<file path="src/rtl/snoop_bus_arbiter.sv">
// Round-robin arbiter and transaction sequencer for a shared snooping MESI bus.
// Define ARB_TIMEOUT_EN to abandon memory accesses that go TIMEOUT cycles without mem_ack.
module snoop_bus_arbiter #(
  parameter int unsigned NCPU      = 4,
  parameter int unsigned ADDR_W    = 8,
  parameter int unsigned SNOOP_CYC = 2,
  parameter int unsigned TIMEOUT   = 15
) (
  input  logic                   Reset,
  input  logic                   clock,
  input  logic [NCPU-1:0]        req,
  input  logic [2*NCPU-1:0]      req_msg,
  input  logic [NCPU*ADDR_W-1:0] req_addr,
  output logic [NCPU-1:0]        gnt,
  output logic [1:0]             bus_msg,
  output logic [ADDR_W-1:0]      bus_addr,
  output logic [1:0]             bus_src,
  output logic [NCPU-1:0]        snoop_valid,
  input  logic [NCPU-1:0]        wb_req,
  output logic                   mem_req,
  output logic                   mem_we,
  output logic [ADDR_W-1:0]      mem_addr,
  input  logic                   mem_ack,
  output logic                   mem_abort,
  output logic [NCPU-1:0]        done,
  output logic                   err
);

  localparam logic [1:0] MsgNone   = 2'b00;
  localparam logic [1:0] MsgInv    = 2'b11;
  localparam logic [2:0] SnoopLast = 3'(SNOOP_CYC - 1);
  localparam logic [7:0] TmoLast   = 8'(TIMEOUT - 1);
  localparam logic [1:0] LastIdx   = 2'(NCPU - 1);
`ifdef ARB_TIMEOUT_EN
  localparam bit TmoEn = 1'b1;
`else
  localparam bit TmoEn = 1'b0;
`endif

  typedef enum logic [2:0] {
    StIdle,
    StBcast,
    StSnoop,
    StWb,
    StMem,
    StDone
  } state_e;

  state_e          state;
  logic [1:0]      ptr;
  logic            wb_flag;
  logic            abort_flag;
  logic            err_flag;
  logic [2:0]      snoop_cnt;
  logic [7:0]      tmo_cnt;

  logic [NCPU-1:0]   elig;
  logic [2*NCPU-1:0] elig_dbl;
  logic              any_elig;
  logic [1:0]        win;
  logic [NCPU-1:0]   win_oh;
  logic              wb_hit;
  logic [1:0]        ptr_next;

  // A cache whose done pulse is showing may not have dropped req yet, so it is
  // held out of arbitration for that one cycle to avoid a stale re-grant.
  always_comb begin
    for (int i = 0; i < NCPU; i++) begin
      elig[i] = req[i] && (req_msg[2*i +: 2] != MsgNone) && !done[i];
    end
  end

  always_comb begin
    elig_dbl = {elig, elig} >> ptr;
    any_elig = 1'b0;
    win      = ptr;
    for (int j = 0; j < NCPU; j++) begin
      if (!any_elig && elig_dbl[j]) begin
        any_elig = 1'b1;
        win      = 2'((int'(ptr) + j) % NCPU);
      end
    end
    win_oh      = '0;
    win_oh[win] = 1'b1;
  end

  assign wb_hit   = |(wb_req & ~gnt);
  assign ptr_next = (bus_src == LastIdx) ? 2'b00 : bus_src + 2'b01;
  assign mem_addr = bus_addr;

  always_ff @(posedge clock or posedge Reset) begin
    if (Reset) begin
      state       <= StIdle;
      ptr         <= '0;
      wb_flag     <= 1'b0;
      abort_flag  <= 1'b0;
      err_flag    <= 1'b0;
      snoop_cnt   <= '0;
      tmo_cnt     <= '0;
      gnt         <= '0;
      bus_msg     <= MsgNone;
      bus_addr    <= '0;
      bus_src     <= '0;
      snoop_valid <= '0;
      mem_req     <= 1'b0;
      mem_we      <= 1'b0;
      mem_abort   <= 1'b0;
      done        <= '0;
      err         <= 1'b0;
    end else begin
      snoop_valid <= '0;
      mem_abort   <= 1'b0;
      done        <= '0;
      err         <= 1'b0;
      unique case (state)
        StIdle: begin
          if (any_elig) begin
            gnt         <= win_oh;
            bus_msg     <= req_msg[2*int'(win) +: 2];
            bus_addr    <= req_addr[int'(win)*ADDR_W +: ADDR_W];
            bus_src     <= win;
            snoop_valid <= ~win_oh;
            wb_flag     <= 1'b0;
            abort_flag  <= 1'b0;
            err_flag    <= 1'b0;
            state       <= StBcast;
          end
        end
        StBcast: begin
          snoop_cnt <= '0;
          state     <= StSnoop;
        end
        StSnoop: begin
          wb_flag <= wb_flag | wb_hit;
          if (snoop_cnt == SnoopLast) begin
            tmo_cnt <= '0;
            if (bus_msg == MsgInv) begin
              state <= StDone;
            end else if (wb_flag || wb_hit) begin
              mem_we <= 1'b1;
              state  <= StWb;
            end else begin
              mem_we <= 1'b0;
              state  <= StMem;
            end
          end else begin
            snoop_cnt <= snoop_cnt + 3'd1;
          end
        end
        StWb, StMem: begin
          // First cycle only presents the address; the request rises after it.
          if (!mem_req) begin
            mem_req <= 1'b1;
          end else if (mem_ack) begin
            mem_req    <= 1'b0;
            abort_flag <= (state == StWb);
            state      <= StDone;
          end else if (TmoEn && (tmo_cnt == TmoLast)) begin
            mem_req  <= 1'b0;
            err_flag <= 1'b1;
            state    <= StDone;
          end else begin
            tmo_cnt <= tmo_cnt + 8'd1;
          end
        end
        StDone: begin
          done      <= gnt;
          mem_abort <= abort_flag;
          err       <= err_flag;
          gnt       <= '0;
          bus_msg   <= MsgNone;
          mem_we    <= 1'b0;
          ptr       <= ptr_next;
          state     <= StIdle;
        end
        default: state <= StIdle;
      endcase
    end
  end

endmodule
</file>
<file path="config.mk">
export PLATFORM = sky130hd
export DESIGN_NAME = snoop_bus_arbiter
export DESIGN_NICKNAME = d
export VERILOG_FILES = /design/src/rtl/snoop_bus_arbiter.sv
export SDC_FILE = /design/constraint.sdc
export NUM_CORES = 1
export LEC_CHECK = 0
export CORE_MARGIN = 2
export CORE_UTILIZATION = 45
export DETAILED_ROUTE_END_ITERATION = 6
export GPL_TIMING_DRIVEN = 1
export PLACE_DENSITY = 0.84
export SYNTH_ARGS = -nofsm -noshare
export SYNTH_HDL_FRONTEND = slang
export SYNTH_SLANG_ARGS = --single-unit
</file>
<file path="constraint.sdc">
create_clock -name clock -period 4.9 [get_ports clock]
set_input_delay 0.98 -clock clock [delete_from_list [all_inputs] [get_ports clock]]
set_output_delay 0.98 -clock clock [all_outputs]
set_load 0.005 [all_outputs]
</file>
### Word level (Yosys, flattened, before mapping)

Cells that the tools add are included.

* word-level logic and storage cells: 119
* bits of input ports: 51
* register bits after elaboration: 37
* output and inout port bits: 36

* add/sub/neg operators: 5
* order comparisons: 2
* shifts and indexed selects: 3
* bitwise logic cells: 4
* muxes and demuxes: 38
* reductions and logical operators: 39
* equality and inequality tests: 14

Operators with widths (number)
* 32-bit by 6-bit variable part select with 8-bit output: 1
* 3-bit two-way mux: 7
* 2-bit nonzero test: 9
* 4-bit two-way mux: 4
* 1-bit two-way mux: 14
* 1-bit logical AND: 12
* 2-bit != test (second input constant): 6
* 3-bit one-hot mux with 4 select lines: 1
* 2-bit two-way mux: 5
* 4-bit inverter: 2
* 4-bit one-hot mux with 2 select lines: 1
* 2-bit AND reduction: 4
* 4-bit AND reduction: 2
* 8-bit by 4-bit variable part select with 2-bit output: 1
* 8-bit by 2-bit right shift with 4-bit output: 1
* 1-bit zero test: 7
* 3-bit by 1-bit == test with 1-bit output (second input constant): 2
* 3-bit by 2-bit == test with 1-bit output (second input constant): 2
* 3-bit == test (second input constant): 2
* 1-bit one-hot mux with 2 select lines: 3
* 3-bit one-hot mux with 2 select lines: 1
* 2-bit by 1-bit adder with 2-bit output (second input constant): 2
* 2-bit adder (second input constant): 2
* 4-bit AND: 1
* other kinds (12): 13

### Longest topological paths before layout

Gate-level depths: netlist (run 1).

* word-level depth: 21
* gate-level depth with buffers: 8
* depth with buffers taken out: 7

### Worst setup path before layout (run 1)

OpenSTA, ideal clock, no wires.

* path kind: input to register
* start: in req_msg[5]
* end: reg bus_msg[1]
* setup slack: 2.299 ns
* required time: 4.813 ns
* library setup time: 0.087 ns
* path buffers: 1
* stages: 7
* arrival: 2.514 ns
* path through: or2_4 > and2_4 > o311a_1 > a211o_1 > buf_6 > o221a_1 > a211oi_2

* cells in the longest elaborated chain, start to end: 17

RTL lines
* start: declaration: RTL line 12 `input logic [2*NCPU-1:0] req_msg,`
* 2-bit nonzero test: RTL line 69 `elig[i] = req[i] && (req_msg[2*i +: 2] != MsgNone) && !done[i];`
* 1-bit logical AND (2 in series): RTL line 69
* 8-bit by 2-bit right shift with 4-bit output: RTL line 74 `elig_dbl = {elig, elig} >> ptr;`
* 1-bit two-way mux: RTL line 78 `if (!any_elig && elig_dbl[j]) begin`
* 1-bit zero test: RTL line 78
* 1-bit logical AND: RTL line 78
* 1-bit two-way mux: RTL line 78
* 1-bit zero test: RTL line 78
* 1-bit logical AND: RTL line 78
* 1-bit two-way mux: RTL line 78
* 1-bit zero test: RTL line 78
* 1-bit logical AND: RTL line 78
* 2-bit two-way mux: RTL line 78
* 8-bit by 4-bit variable part select with 2-bit output: RTL line 119 `bus_msg <= req_msg[2*int'(win) +: 2];`
* 2-bit two-way mux: RTL line 117 `if (any_elig) begin`
* 2-bit one-hot mux with 2 select lines: RTL line 115 `unique case (state)`
* end signal: assignment: RTL line 101 `bus_msg <= MsgNone;`
* end signal: assignment: RTL line 119
* end signal: assignment: RTL line 171 `bus_msg <= MsgNone;`
* end: declaration: RTL line 15 `output logic [1:0] bus_msg,`

Several ways; a longest one is shown, not always the timed one. The select of a mux whose other input is x is not followed.
A chain may end at the register's enable or synchronous reset.

### Final worst setup path (run 1)

* start: in req[2]
* end: reg bus_addr[3]

* cells in the longest elaborated chain, start to end: 14

RTL lines
* start: declaration: RTL line 11 `input logic [NCPU-1:0] req,`
* 1-bit logical AND * (2 in series): RTL line 69
* 8-bit by 2-bit right shift with 4-bit output *: RTL line 74
* 1-bit two-way mux: RTL line 78
* 1-bit zero test: RTL line 78
* 1-bit logical AND: RTL line 78
* 1-bit two-way mux: RTL line 78
* 1-bit zero test: RTL line 78
* 1-bit logical AND: RTL line 78
* 1-bit two-way mux: RTL line 78
* 1-bit zero test: RTL line 78
* 1-bit logical AND: RTL line 78
* 2-bit two-way mux or 1-bit two-way mux (tied branches): RTL line 78
* 32-bit by 6-bit variable part select with 8-bit output or 2-bit AND reduction (tied branches)
* end signal: assignment: RTL line 120 `bus_addr <= req_addr[int'(win)*ADDR_W +: ADDR_W];`
* end: declaration: RTL line 16 `output logic [ADDR_W-1:0] bus_addr,`

Every way passes the cells marked *; elsewhere a longest branch is shown, timed or not.

==> results of run 1 <==
worst register-to-register path: cells and delay by family, from the launching register on:
kind | cells | cell delay (ns)
compound gates | 4 | 0.96
simple gates | 2 | 1.05
flops | 1 | 0.38
through the flow:
stage,hold slack [ns],worst slack (ns)
final,0.5087,1.652
after global routing,0.5520,1.529
after CTS,0.5161,1.708
after detailed placement,0.4937,1.395
after global placement,0.4827,1.465
after floorplan,0.4699,2.299
sequential cells by signal, summed over array words and instances, names as in the netlist, 3 cells and up:
register     flops
bus_addr         8
state            3
gnt              4
snoop_cnt        3
snoop_valid      4
done             4
power groups by stage:
stage          clock network [µW]  logic [µW]  registers, µW
2_1_floorplan                   0         559            511
3_3_place_gp                    0         839            557
3_5_place_dp                    0         865            557
4_1_cts                       220         869            554
5_1_grt                       234         958            575
6_report                      217         868            555
kinds of logic (layout without fill, tap and decap cells):
logic type                 count (synthesis)  after routing  share of synthesized area, %
and+or+nand+nor                           88             88                         18.37
AOI/OAI and AO/OA                         78             78                         26.09
buffers and inverters                     38            113                         8.261
DFF                                       37             37                         40.22
muxes                                     12             12                         5.272
adders and majority gates                  3              3                         1.631
other                                      1              1                        0.1629
cell usage after synthesis (2+ instances only):
cell type  number
a211oi_1        7
a211oi_2        6
a21oi_1        13
and2_1          5
and3_1          2
buf_2           2
buf_4          10
clkbuf_1        7
dfrtp_1        37
ha_1            3
inv_1          17
mux2i_1        11
nand2_1        24
nand2b_1        4
nand3_1         7
nor2_1         28
o211a_1         8
o211ai_1       10
o21ai_0        12
o21ai_1         2
o22ai_1         2
or2_1           3
or2_2           2
or3_1           4
cell type report:
class	instances	area (µm²)
fill	428	1785
multi-input combinational	182	1186
sequential	37	925.9
timing repair buffer	88	873.3
tap	70	87.58
clock buffer	6	72.57
inverter	17	63.81
clock inverter	2	15.01
layer usage:
metal / up-vias / track usage [%] / wire length (µm)
met4: 0 / 9.747 / 164
met3: 15 / 3.968 / 413
met2: 89 / 35.75 / 3197
met1: 1101 / 33.42 / 2725
li1: 1058 / - / -
met5: - / 0 / 0
worst min-delay path by stage:
stage,depth (start not counted),end,slack [ns]
4_1_cts,2,mem_we$_DFFE_PP0P_,0.52
6_report,2,mem_we$_DFFE_PP0P_,0.51
2_1_floorplan,1,mem_abort$_DFF_PP0_,0.47
3_5_place_dp,2,mem_we$_DFFE_PP0P_,0.49
3_3_place_gp,2,mem_we$_DFFE_PP0P_,0.48
5_1_grt,1,mem_abort$_DFF_PP0_,0.55
==> key figures, run 1 <==
Clocking
  – # hold bufs at CTS: 0
  – Clock slew at reported path FFs: 0.08 ns
  – CTS root buf: clkbuf_8
  – Clock Latency Late Sink: 0.30 ns
  – Total CTS buffers: 5
  – # Post-CTS Setup Buffers: 0
  – Clk buf depth: 2
  – CTS tree: done
  – CTS Sinks: 37
  – Post-cts resize count: 0
  – Depth of the CTS H-tree: 2

Power
  – Fraction of power spent switching nets: 40.55%
  – Switching power: 665.0 µW
  – Worst vdd ir: 0.2772 mV
  – Leak pwr: 0.001428 µW
  – Clock group share of total power: 13.2%
  – Int Pwr: 975.1 µW
  – Power share of the combinational group: 52.9%
  – Sequential share of power: 33.9%
  – Power Total: 1640 µW
  – Pwr dens: 508.6 nW/µm²

Setup path
  – CP Data Required Time: 5.02 ns
  – Stages on worst setup path: 7
  – CP peak stage delay: 0.76 ns
  – Crit path top cell by count: a211oi_1
  – Worst reg2reg path startpoint: done[2]$_DFF_PP0_
  – CP Max Fanout: 10
  – Crit-path leading delay family: simple AND/OR/NAND/NOR gates
  – Crit. End Element: flip-flop
  – CP startpoint: req[2]
  – Worst reg-to-reg path cell count: 6
  – CP max stage cell: nor2_1
  – Worst R2R End: bus_addr[3]$_DFFE_PP0P_
  – Crit path kind: input port to flip-flop
  – R2r setup slk: 2.33 ns
  – Startpoint Class: input port
  – Worst Setup EP: bus_addr[3]$_DFFE_PP0P_
  – CP Buf/Inv Count: 1
  – CP Cell Sequence: clkdlybuf4s50_1 -> and2b_1 -> a2bb2oi_1 -> a211oi_1 -> a211oi_2 -> nor2_1 -> a211oi_1
  – WP data arrival: 3.36 ns

Final layout
  – # diodes: 0
  – Most frequent cells in the layout: clkdlybuf4s50_1 (85), dfrtp_1 (37), nor2_1 (28)
  – Layout cells sized above 1: 7.229%
  – Commonest non-fill, non-tap cell in the layout: clkdlybuf4s50_1
  – Area grow syn2layout: 40.05%
  – Final Non-Filler Cells: 402
  – Core Util, Final: 64.36%
  – Fin nets: 385
  – Final Cell Area: 3224 µm²

Global routing
  – Total GRT Usage: 23.54%
  – Largest net degree at the start of global routing: 38
  – Initial antenna violation count: 0
  – First-pass GRT wire length: 10.21 mm
  – Vias in the first global route: 2115
  – GRT overflow: 0

STA
  – Maximum clock rate: 0.3079 GHz
  – Post-route setup TNS: 0 ns
  – Final Hold Vio Count: 0
  – Tightest Pin Transition: 1.007 ns
  – RSZ-0062 raised after global routing: false
  – Slew HR: 32.60%
  – Fin crit share: 66.28%
  – Tmin final: 3.248 ns
  – Max-slew violation count: 0
  – Setup-failing EPs final: 0
  – Max Clock Skew: 0.004793 ns

Floorplanning
  – Die height: 75.53 µm
  – Top Ports: 87
  – Core ar.: 5010 µm²
  – Die area: 5704 µm²
  – Chip width: 75.53 µm
  – Initial core utilization: 45.95%
  – Row Count: 26

Route
  – First DRT Iteration DRCs: 166
  – Drt via density: 5.629
  – Final ANT Viol Nets: 0
  – Pre-antenna DRT Iters: 4
  – Vias post-DR: 2263
  – WL per Instance: 16.17 µm
  – WL final: 6.501 mm
  – DRC: 0

Logic synthesis
  – Synth warnings: 0
  – Syn avg cell area: 8.958 µm²
  – Sequential fraction of the synthesis area: 40.22%
  – Largest cells by area after synthesis: dfrtp_1 (40%), mux2i_1 (4.8%), nor2_1 (4.6%)
  – Cell area after synthesis: 2302 µm²
  – Post-Syn Nets: 311
  – EDFF count, synth: 0
  – Ys flop type: dfrtp_1
  – Biggest area consumer among synthesized cells: dfrtp_1
  – Post-synthesis cell count: 257
  – Distinct cells, synth: 55
  – Yosys reg bits: 37
  – Post-synth ARST share: 100.0%
  – Fraction of synthesized cell area taken by the top area cell type: 40.22%

Place
  – HPWL after detailed placement: 4.798 mm
  – RD Place Congestion: 0.9317
  – Inst Count DP: 394
  – Buffers on Ports: 85
  – Post-DP Area: 3137 µm²

Run
  – Max Cap Violations: 0

Min path
  – Worst min-delay path class: flip-flop to flip-flop
  – Min-delay src: mem_we$_DFFE_PP0P_

Outcome
  – Outcome: finished clean
(Power assumes the default switching activity.)
==> inputs of run 2 (changes only) <==
--- a/config.mk
+++ b/config.mk
@@ -6,10 +6,10 @@
 export NUM_CORES = 1
 export LEC_CHECK = 0
 export CORE_MARGIN = 2
-export CORE_UTILIZATION = 45
+export CORE_UTILIZATION = 44
 export DETAILED_ROUTE_END_ITERATION = 6
 export GPL_TIMING_DRIVEN = 1
-export PLACE_DENSITY = 0.84
+export PLACE_DENSITY = 0.83
 export SYNTH_ARGS = -nofsm -noshare
 export SYNTH_HDL_FRONTEND = slang
 export SYNTH_SLANG_ARGS = --single-unit
==> constraint.sdc (replaced) <==
create_clock -name clock -period 3.2 [get_ports clock]
set_input_delay 0.64 -clock clock [delete_from_list [all_inputs] [get_ports clock]]
set_output_delay 0.64 -clock clock [all_outputs]
set_load 0.005 [all_outputs]
==> run 2 against run 1 <==
Against the previous run: final area up 2.2%; first-iteration DRC count up 51%; critical path depth is 1 higher; sequential cell count stayed put; non-clock buffer count increased by 5; final cell count rose by 1.2%; largest cell class unchanged.
==> key figures, run 2 (same netlist as run 1, synthesis figures left out) <==
Setup path
  – Crit path kind: input port to flip-flop
  – Worst Setup EP: bus_addr[1]$_DFFE_PP0P_
  – Worst R2R End: bus_addr[1]$_DFFE_PP0P_
  – CP Data Required Time: 3.38 ns (-1.64 ns)
  – CP peak stage delay: 0.42 ns (-0.34 ns)
  – CP max stage cell: clkdlybuf4s50_1
  – WP data arrival: 2.88 ns (-0.48 ns)
  – Startpoint Class: input port
  – CP Max Fanout: 18 (+8)
  – R2r setup slk: 0.87 ns (-1.46 ns)
  – CP startpoint: req_msg[5]
  – Crit. End Element: flip-flop
  – Crit-path leading delay family: compound AO/OA/AOI/OAI gates
  – CP Buf/Inv Count: 2 (+1)
  – Stages on worst setup path: 8 (+1)
  – Worst reg-to-reg path cell count: 6 (unchanged)
  – CP Cell Sequence: clkdlybuf4s50_1 -> or2_4 -> and2_4 -> o311a_1 -> a211o_1 -> buf_4 -> o211a_1 -> a211oi_1
  – Worst reg2reg path startpoint: done[1]$_DFF_PP0_

Final layout
  – Max FFs per register: 8 (unchanged)
  – Most frequent cells in the layout: clkdlybuf4s50_1 (85), dfrtp_1 (37), nor2_1 (28)
  – Layout cells sized above 1: 8.902% (+1.7 points)
  – Commonest non-fill, non-tap cell in the layout: clkdlybuf4s50_1
  – Core Util, Final: 64.92% (+0.56 points)
  – Fill cells: 454 (+6.1%)
  – Final Non-Filler Cells: 407 (+1.2%)
  – # diodes: 0 (unchanged)
  – Area grow syn2layout: 43.10%
  – Largest register by flop count: bus_addr
  – Fin nets: 390 (+1.3%)

STA
  – Tightest Pin Transition: 0.9108 ns (-0.09642 ns)
  – Max-slew violation count: 0 (unchanged)
  – Hold Worst Slack: 0.5071 ns (-0.001550 ns)
  – Max Clock Skew: 0.004555 ns (-0.0002381 ns)
  – Maximum clock rate: 0.3708 GHz
  – Final Hold Vio Count: 0 (unchanged)
  – Post-route setup TNS: 0 ns (unchanged)
  – Setup-failing EPs final: 0 (unchanged)
  – Slew HR: 39.05% (+6.5 points)
  – Fin crit share: 84.27%
  – Tmin final: 2.697 ns
  – RSZ-0062 raised after global routing: false

Clocking
  – CTS Sinks: 37 (unchanged)
  – Clock slew at reported path FFs: 0.08 ns (about the same)
  – # hold bufs at CTS: 0 (unchanged)
  – # Post-CTS Setup Buffers: 0 (unchanged)
  – Clk buf depth: 2 (unchanged)
  – Post-cts resize count: 0 (unchanged)
  – Clock Latency Late Sink: 0.28 ns (-0.02 ns)
  – Depth of the CTS H-tree: 2 (unchanged)
  – CTS tree: done
  – Total CTS buffers: 5 (unchanged)
  – CTS root buf: clkbuf_8

Route
  – Drt via density: 5.531 (-1.8%)
  – First DRT Iteration DRCs: 250 (+51%)
  – Pre-antenna DRT Iters: 4 (unchanged)
  – WL per Instance: 16.03 µm (-0.86%)
  – Vias post-DR: 2251 (-0.53%)
  – Final ANT Viol Nets: 0 (unchanged)
  – DRC: 0 (unchanged)
  – WL final: 6.525 mm (+0.37%)

Min path
  – Min-delay src: abort_flag$_DFFE_PP0P_
  – Worst min-delay path class: flip-flop to flip-flop

Outcome
  – Outcome: finished clean

Global routing
  – GRT overflow: 0 (unchanged)
  – Met2 Track Usage GR: 36.81% (+1.1 points)
  – Largest net degree at the start of global routing: 38 (unchanged)
  – First-pass GRT wire length: 10.82 mm (+5.9%)
  – Vias in the first global route: 2178 (+3.0%)
  – Initial antenna violation count: 0 (unchanged)
  – Met1 GRT Util: 30.82% (-2.6 points)
  – Met3 usage: 3.791% (-0.18 points)
  – Total GRT Usage: 22.70% (-0.84 points)
  – Layer with the highest usage: met2

Power
  – Leak pwr: 0.001472 µW (+3.1%)
  – Clock group share of total power: 15.9% (+2.7 points)
  – Int Pwr: 1624 µW (+67%)
  – Switching power: 1020 µW (+53%)
  – Pwr dens: 802.6 nW/µm² (+58%)
  – Worst vdd ir: 0.4372 mV (+58%)
  – Power share of the combinational group: 52.0% (-0.9 points)
  – Fraction of power spent switching nets: 38.57% (-2.0 points)
  – Sequential share of power: 32.1% (-1.8 points)

Place
  – Inst Count DP: 399 (+1.3%)
  – RD Place Congestion: 0.9492 (+1.9%)
  – Buffers on Ports: 85 (unchanged)
  – HPWL after detailed placement: 4.841 mm (+0.89%)

Floorplanning
  – Initial core utilization: 45.36% (-0.59 points)
  – Core ar.: 5075 µm² (+1.3%)
  – Chip width: 76.34 µm (+1.1%)
  – Die area: 5827 µm² (+2.2%)
  – Row Count: 26 (unchanged)
  – Top Ports: 87 (unchanged)
  – Die height: 76.34 µm (+1.1%)

Run
  – Max Cap Violations: 0 (unchanged)
run 2: changes by cell type in the layout (fill, tap and decap cells not counted), sizes merged:
cell / before / now
buf: 3 / 8
bufinv: 0 / 1
clkinvlp: 2 / 1
run 2: per-layer routing:
metal	vias to the layer above	share of wire (%)	wire, µm
met5	-	0	0
li1	1070	-	-
met4	0	2.3	150
met2	88	49	3194
met1	1079	44	2875
met3	14	4.7	305
run 2: worst register-to-register path: stages (launching register included):
cell and delay (ns):
dfrtp_1 0.40, nand2b_1 0.19, or2_1 0.32, and3_1 0.25
nor2_1 0.72, nor2_1 0.11, a211oi_1 0.23
run 2: power by group through the flow:
stage / clock (µW) / combinational [µW] / sequential, µW
global route: 448 / 1490 / 881
floorplan: 0 / 856 / 783
CTS: 425 / 1370 / 844
finish: 421 / 1370 / 848
detailed placement: 0 / 1360 / 851
global placement: 0 / 1320 / 850
run 2: worst min-delay path by stage:
stage                               end  slack (ns)  cells after the start
CTS                 mem_abort$_DFF_PP0_        0.51                      1
detailed placement  mem_abort$_DFF_PP0_        0.49                      1
floorplan           mem_abort$_DFF_PP0_        0.47                      1
finish              mem_abort$_DFF_PP0_        0.51                      1
global placement    mem_abort$_DFF_PP0_        0.49                      1
global route        mem_abort$_DFF_PP0_        0.52                      1
run 2: layout make-up:
class,count,area [µm²],share of cell area [%]
well taps,70,87.58,2.659
inverters,17,63.81,1.937
multi-input cells,182,1186,36.00
flip-flops and latches,37,925.9,28.10
clock inverters,2,37.54,1.139
repair buffers,93,910.9,27.65
clock buffers,6,82.58,2.507
run 2: stage by stage:
stage,worst slack (ns),power (µW),area (µm²)
after CTS,0.5286,2638,3294
after global routing,0.3346,2823,3294
after global placement,0.2753,2171,3174
after floorplan,0.9390,1639,2302
final,0.5032,2644,3294
after detailed placement,0.2481,2207,3174
